**src/rtl/kgp_pkg.sv**
```systemverilog
// Shared definitions for the KGP-RISC datapath: register file geometry,
// the hard-wired zero register index and the write-back select encodings.
// Imported by the register file and its scoreboard.
package kgp_pkg;

  localparam int DATA_W = 32;
  localparam int ADDR_W = 5;
  localparam int NREG   = 2 ** ADDR_W;

  localparam logic [4:0] REG_ZERO = 5'd0;

  // mem_reg_pc_selector encodings for the write-back source
  localparam logic [1:0] WB_REG = 2'b00;
  localparam logic [1:0] WB_MEM = 2'b01;
  localparam logic [1:0] WB_PC  = 2'b10;

endpackage

```
**src/rtl/rf_scoreboard.sv**
```systemverilog
// Purpose: per-register outstanding-load tracker; reports busy sources and a
//   sticky error when a load completes into a register that was not pending.
// Ports: ld_issue/ld_addr set, we&ld_done/wr_addr clear, rs/rt_addr lookups
//   (combinational rs_busy/rt_busy), sb_err registered and sticky until rst.
module rf_scoreboard
  import kgp_pkg::*;
#(
  parameter int ADDR_W_P = ADDR_W,
  parameter int NREG_P   = NREG
) (
  input  logic              clk,
  input  logic              rst,
  input  logic              we,
  input  logic [ADDR_W_P-1:0] wr_addr,
  input  logic              ld_done,
  input  logic              ld_issue,
  input  logic [ADDR_W_P-1:0] ld_addr,
  input  logic [ADDR_W_P-1:0] rs_addr,
  input  logic [ADDR_W_P-1:0] rt_addr,
  output logic              rs_busy,
  output logic              rt_busy,
  output logic              sb_err
);

  logic [NREG_P-1:0] busy_q, busy_d;
  logic              sb_err_q, sb_err_d;
  logic              ld_cmpl;

  assign ld_cmpl = we & ld_done;

  always_comb begin
    busy_d   = busy_q;
    sb_err_d = sb_err_q;
    if (ld_cmpl) begin
      busy_d[wr_addr] = 1'b0;
      if ((wr_addr != '0) && !busy_q[wr_addr]) sb_err_d = 1'b1;
    end
    // Applied after the clear so a new load to the same register wins.
    if (ld_issue && (ld_addr != '0)) busy_d[ld_addr] = 1'b1;
    busy_d[0] = 1'b0;
  end

  always_ff @(posedge clk or posedge rst) begin
    if (rst) begin
      busy_q   <= '0;
      sb_err_q <= 1'b0;
    end else begin
      busy_q   <= busy_d;
      sb_err_q <= sb_err_d;
    end
  end

  // A completing load is bypassed to the reader, so it does not stall.
  assign rs_busy = (rs_addr != '0) && busy_q[rs_addr] && !(ld_cmpl && (wr_addr == rs_addr));
  assign rt_busy = (rt_addr != '0) && busy_q[rt_addr] && !(ld_cmpl && (wr_addr == rt_addr));
  assign sb_err  = sb_err_q;

endmodule

```
**src/rtl/reg_file_wb.sv**
```systemverilog
// Purpose: KGP-RISC write-back register file, 32 x 32, r0 hard-wired to 0.
// Ports: we/wr_addr/write_data write port (1 edge to array, same-cycle
//   bypass to reads); rs/rt combinational reads; load scoreboard drives
//   rs_busy/rt_busy/stall (combinational) and sticky sb_err.
module reg_file_wb
  import kgp_pkg::*;
#(
  parameter int DATA_W_P = DATA_W,
  parameter int ADDR_W_P = ADDR_W,
  parameter int NREG_P   = NREG
) (
  input  logic                clk,
  input  logic                rst,
  input  logic                we,
  input  logic [ADDR_W_P-1:0] wr_addr,
  input  logic [DATA_W_P-1:0] write_data,
  input  logic                ld_done,
  input  logic                ld_issue,
  input  logic [ADDR_W_P-1:0] ld_addr,
  input  logic [ADDR_W_P-1:0] rs_addr,
  input  logic [ADDR_W_P-1:0] rt_addr,
  output logic [DATA_W_P-1:0] rs_data,
  output logic [DATA_W_P-1:0] rt_data,
  output logic                rs_busy,
  output logic                rt_busy,
  output logic                stall,
  output logic                sb_err
);

  logic [DATA_W_P-1:0] regs_q [NREG_P];
  logic [DATA_W_P-1:0] regs_d [NREG_P];

  always_comb begin
    regs_d = regs_q;
    if (we && (wr_addr != '0)) regs_d[wr_addr] = write_data;
  end

  always_ff @(posedge clk or posedge rst) begin
    if (rst) regs_q <= '{default: '0};
    else     regs_q <= regs_d;
  end

  function automatic logic [DATA_W_P-1:0] rd_port(input logic [ADDR_W_P-1:0] addr);
    if (addr == '0)                  return '0;
    else if (we && (wr_addr == addr)) return write_data;
    else                             return regs_q[addr];
  endfunction

  assign rs_data = rd_port(rs_addr);
  assign rt_data = rd_port(rt_addr);

  rf_scoreboard #(
    .ADDR_W_P (ADDR_W_P),
    .NREG_P   (NREG_P)
  ) u_sb (
    .clk      (clk),
    .rst      (rst),
    .we       (we),
    .wr_addr  (wr_addr),
    .ld_done  (ld_done),
    .ld_issue (ld_issue),
    .ld_addr  (ld_addr),
    .rs_addr  (rs_addr),
    .rt_addr  (rt_addr),
    .rs_busy  (rs_busy),
    .rt_busy  (rt_busy),
    .sb_err   (sb_err)
  );

  assign stall = rs_busy | rt_busy;

endmodule

```
**config.mk**
```make
export PLATFORM = sky130hd
export DESIGN_NAME = reg_file_wb
export DESIGN_NICKNAME = d
export VERILOG_FILES = /design/src/rtl/kgp_pkg.sv /design/src/rtl/rf_scoreboard.sv /design/src/rtl/reg_file_wb.sv
export SDC_FILE = /design/constraint.sdc
export NUM_CORES = 2
export LEC_CHECK = 0
export BUFFER_PORTS_ARGS = -buffer_cell sky130_fd_sc_hd__buf_2
export CAP_MARGIN = 20
export CORE_AREA = 2 2 429 303
export DETAILED_ROUTE_END_ITERATION = 10
export DIE_AREA = 0 0 431 305
export GPL_ROUTABILITY_DRIVEN = 0
export HOLD_SLACK_MARGIN = 0.02
export PLACE_DENSITY_LB_ADDON = 0.08
export SLEW_MARGIN = 20
export SYNTH_ARGS = -nofsm -noshare
export SYNTH_HDL_FRONTEND = slang
export SYNTH_SLANG_ARGS = --single-unit
```
**constraint.sdc**
```tcl
create_clock -name clk -period 36.4 [get_ports clk]
set_input_delay 5.46 -clock clk [delete_from_list [all_inputs] [get_ports clk]]
set_output_delay 5.46 -clock clk [all_outputs]
set_load 0.1 [all_outputs]
```
==> key figures <==
Status
  • Status: completed

STA
  • Fin crit share: approximately 44%
  • Min cycle time layout: 16.15 ns
  • Unrepaired setup endpoints after global routing: no
  • Slew Limit Fails: 0
  • Slew margin rel.: 19.8%
  • Hold Vio Cnt, Final: 0
  • Skew final: 0.00574 ns
  • Fin worst setup slack: 20.25 ns
  • Worst Tran Pin Value: approximately 1.2 ns
  • Max Clk Rate: approximately 62 MHz
  • Final setup fails: 0
  • Setup total negative slack: 0 ns

Power
  • Pwr Total: 3.52 mW
  • Combinational fraction of design power: 23.0%
  • Sw Pwr: 1.06 mW
  • Sw frac: 30.0%
  • Sequential Power Share: 44.4%
  • Power Dens Cells: 56.7 nW/um^2
  • Clock Power Share: about a third
  • Worst vdd ir: 0.0388 mV
  • Leakage: around 27 nW
  • Pint: 2.46 mW

Clock tree
  • Post-CTS Setup Bufs: 0
  • CTS HTree Levels: 3
  • CTS Root Cell: clkbuf_16
  • CTS tree: done
  • Clk buf depth: 3
  • Hold buffer count at CTS: 0
  • Clock sink count: 1056
  • CTS clk-pin slew, worst paths: 0.06 ns
  • Cts bufs inserted: approximately 110
  • CTS resizes: 0
  • Clk Latency, worst-skew pair: about 0.71 ns

Yosys
  • Synth async-reset ratio: 100%
  • Syn Nets: 3962
  • #FFs+latches synth: 1056
  • Synth unique cells: 62
  • Syn Inst Count: 3905
  • Avg Inst Size Synth: around 15 sq um
  • Post-Syn Area: 57000 sq um
  • Sequential-to-total area share from yosys stat: 46.3%
  • Synth Warn #: 0
  • Post-synth EDFFs: 0
  • Top FF cell, synth: dfrtp_1

Routing
  • DRT Wirelength: about 200000 um
  • Total number of vias: 37000
  • DRT Pass-1 Iters: 5
  • DRT iter0 DRCs: ~4000
  • DRC: 0
  • Residual antenna-violating net count after detailed routing: 0
  • Routed WL per cell: 36.3 um
  • Vias per cell: 6.66

Finish
  • Area of the multi-input gates: 28600 sq um
  • Final net count: 3841
  • Commonest non-fill, non-tap cell in the layout: dfrtp_1
  • Layout cells sized above 1: 49.6%
  • Sequential standard cell area: approximately 26000 sq um
  • Commonest non-fill, non-tap cells in the layout: dfrtp_1, mux2_2, mux4_2, a22oi_1, mux2i_1
  • Layout fillers: approximately 11000
  • Area delta synth->final: 8.93%
  • Final non-filler cell total: around 5600

Placement
  • # port buffers: 124
  • Post-Place Cells: about 5400
  • Place WS: 20.22 ns
  • Post-DP HPWL: around 110000 um

Worst setup path
  • CP Cell Sequence: buf_8 -> buf_4 -> buf_4 -> buf_4 -> mux2i_1 -> a221oi_1 -> o21ai_0 -> o22a_1 -> a21oi_1 -> buf_2
  • Kind of critical path: in -> out
  • Crit-path slowest cell: buf_4
  • Required @ worst endpoint: 30.94 ns
  • CP endpoint kind: primary output
  • Crit path DAT: 10.69 ns
  • CP most frequent cell: buf_4
  • Startpoint types: primary input
  • Worst path max stage delay: 0.95 ns
  • Max FO, Critical Path: between 60 and 70

Floorplan
  • Die height: 305 um
  • # rows: 110
  • Initial core utilization: between 40% and 50%
  • Die footprint: 131000 sq um
  • Area of the core: roughly 130000 sq um
  • Num ports: 125
  • Die Wd: 431 um

Global routing
  • Largest net degree at the start of global routing: between 150 and 200
  • Number of global-route vias before repair: 36600
  • Initial antenna violation count: 9
  • First-pass GRT wire length: 286000 um
  • Total gr overflow: 0
  • GRT Total Usage: between 30% and 40%

Job
  • Max cap viols: 0

Worst hold path
  • Min-Delay Path Class: reg -> reg
-- flip-flops by register name, summed over array words and instances (netlist names) --
register / flops
regs_q: 1024
u_sb.sb_err: 1
u_sb.busy_q: 31
-- metal layers --
| layer | global-route usage, % | part of all wire [%] |
|---|---|---|
| met3 | 8.95 | 9.3 |
| met2 | 45.1 | 44 |
| met5 | 0 | 0.0094 |
| met4 | 8.31 | 2.9 |
| met1 | 44.6 | 44 |
-- critical path: cells and delay by family --
kind,cells,cell delay (ns)
buffers and inverters,5,3.77
AO/OA/AOI/OAI,4,1.01
multiplexers,1,0.20
-- final timing paths --
kind / slack [ns] / startpoint / cells after the start / endpoint
worst max-delay path: 20.25 / rt_addr[0] / 10 / rt_data[27]
worst min-delay path: 0.39 / regs_q[1016]$_DFFE_PP0P_ / 0 / regs_q[1016]$_DFFE_PP0P_
worst max register to register: 34.75 / u_sb.busy_q[31]$_DFF_PP0_ / 5 / u_sb.sb_err$_DFFE_PP0P_
worst min register to register: 0.39 / regs_q[1016]$_DFFE_PP0P_ / 0 / regs_q[1016]$_DFFE_PP0P_
max in group asynchronous: 28.58 / rst / 5 / regs_q[218]$_DFFE_PP0P_
min in group asynchronous: 4.89 / rst / 2 / regs_q[394]$_DFFE_PP0P_
-- cell usage after synthesis (all sizes together) (35+ instances only) --
cell type  number  area (sq um)
a211o          35           307
a21oi          82           410
a22oi         153          1150
buf           241          1580
clkbuf        199           747
dfrtp        1056         26400
mux2         1013         11400
mux2i         120          1200
mux4          469         10600
nand2          53           199
nor2           54           210
o21ai         104           524
o22ai          45           282
-- stage by stage --
step / instance area (sq um) / hold WS (ns) / utilization, %
final: 62100 / 0.391 / 48.7
after global routing: 62100 / 0.404 / 48.7
after CTS: 62100 / 0.397 / 48.7
after detailed placement: 58500 / 0.382 / 45.9
after global placement: 58500 / 0.380 / 45.8
after floorplan: 57000 / 0.441 / -
-- area by class of cell --
cell class | count | area share, %
repair buffers | 208 | 2.24
inverters | 11 | 0.0786
clock inverters | 23 | 0.401
flip-flops and latches | 1056 | 42.5
well taps | 1680 | 3.38
multi-input cells | 2398 | 46.0
clock buffers | 174 | 5.35
diodes | 1 | 0.00403
-- cells by family after synthesis --
kind of cell	after synthesis	synth area share (%)
buf+inv	451	4.15
flops	1056	46.3
simple gates	250	2.29
compound gates	536	6.43
mux	1602	40.6
xor+xnor	10	0.154
-- power groups by stage --
stage / Combinational (mW) / Sequential [mW] / Clock [mW]
floorplan: 0.662 / 1.52 / 0
global placement: 0.797 / 1.57 / 0
detailed placement: 0.809 / 1.57 / 0
CTS: 0.811 / 1.55 / 1.17
global route: 0.860 / 1.59 / 1.21
finish: 0.810 / 1.56 / 1.15
(Power assumes the default switching activity.)
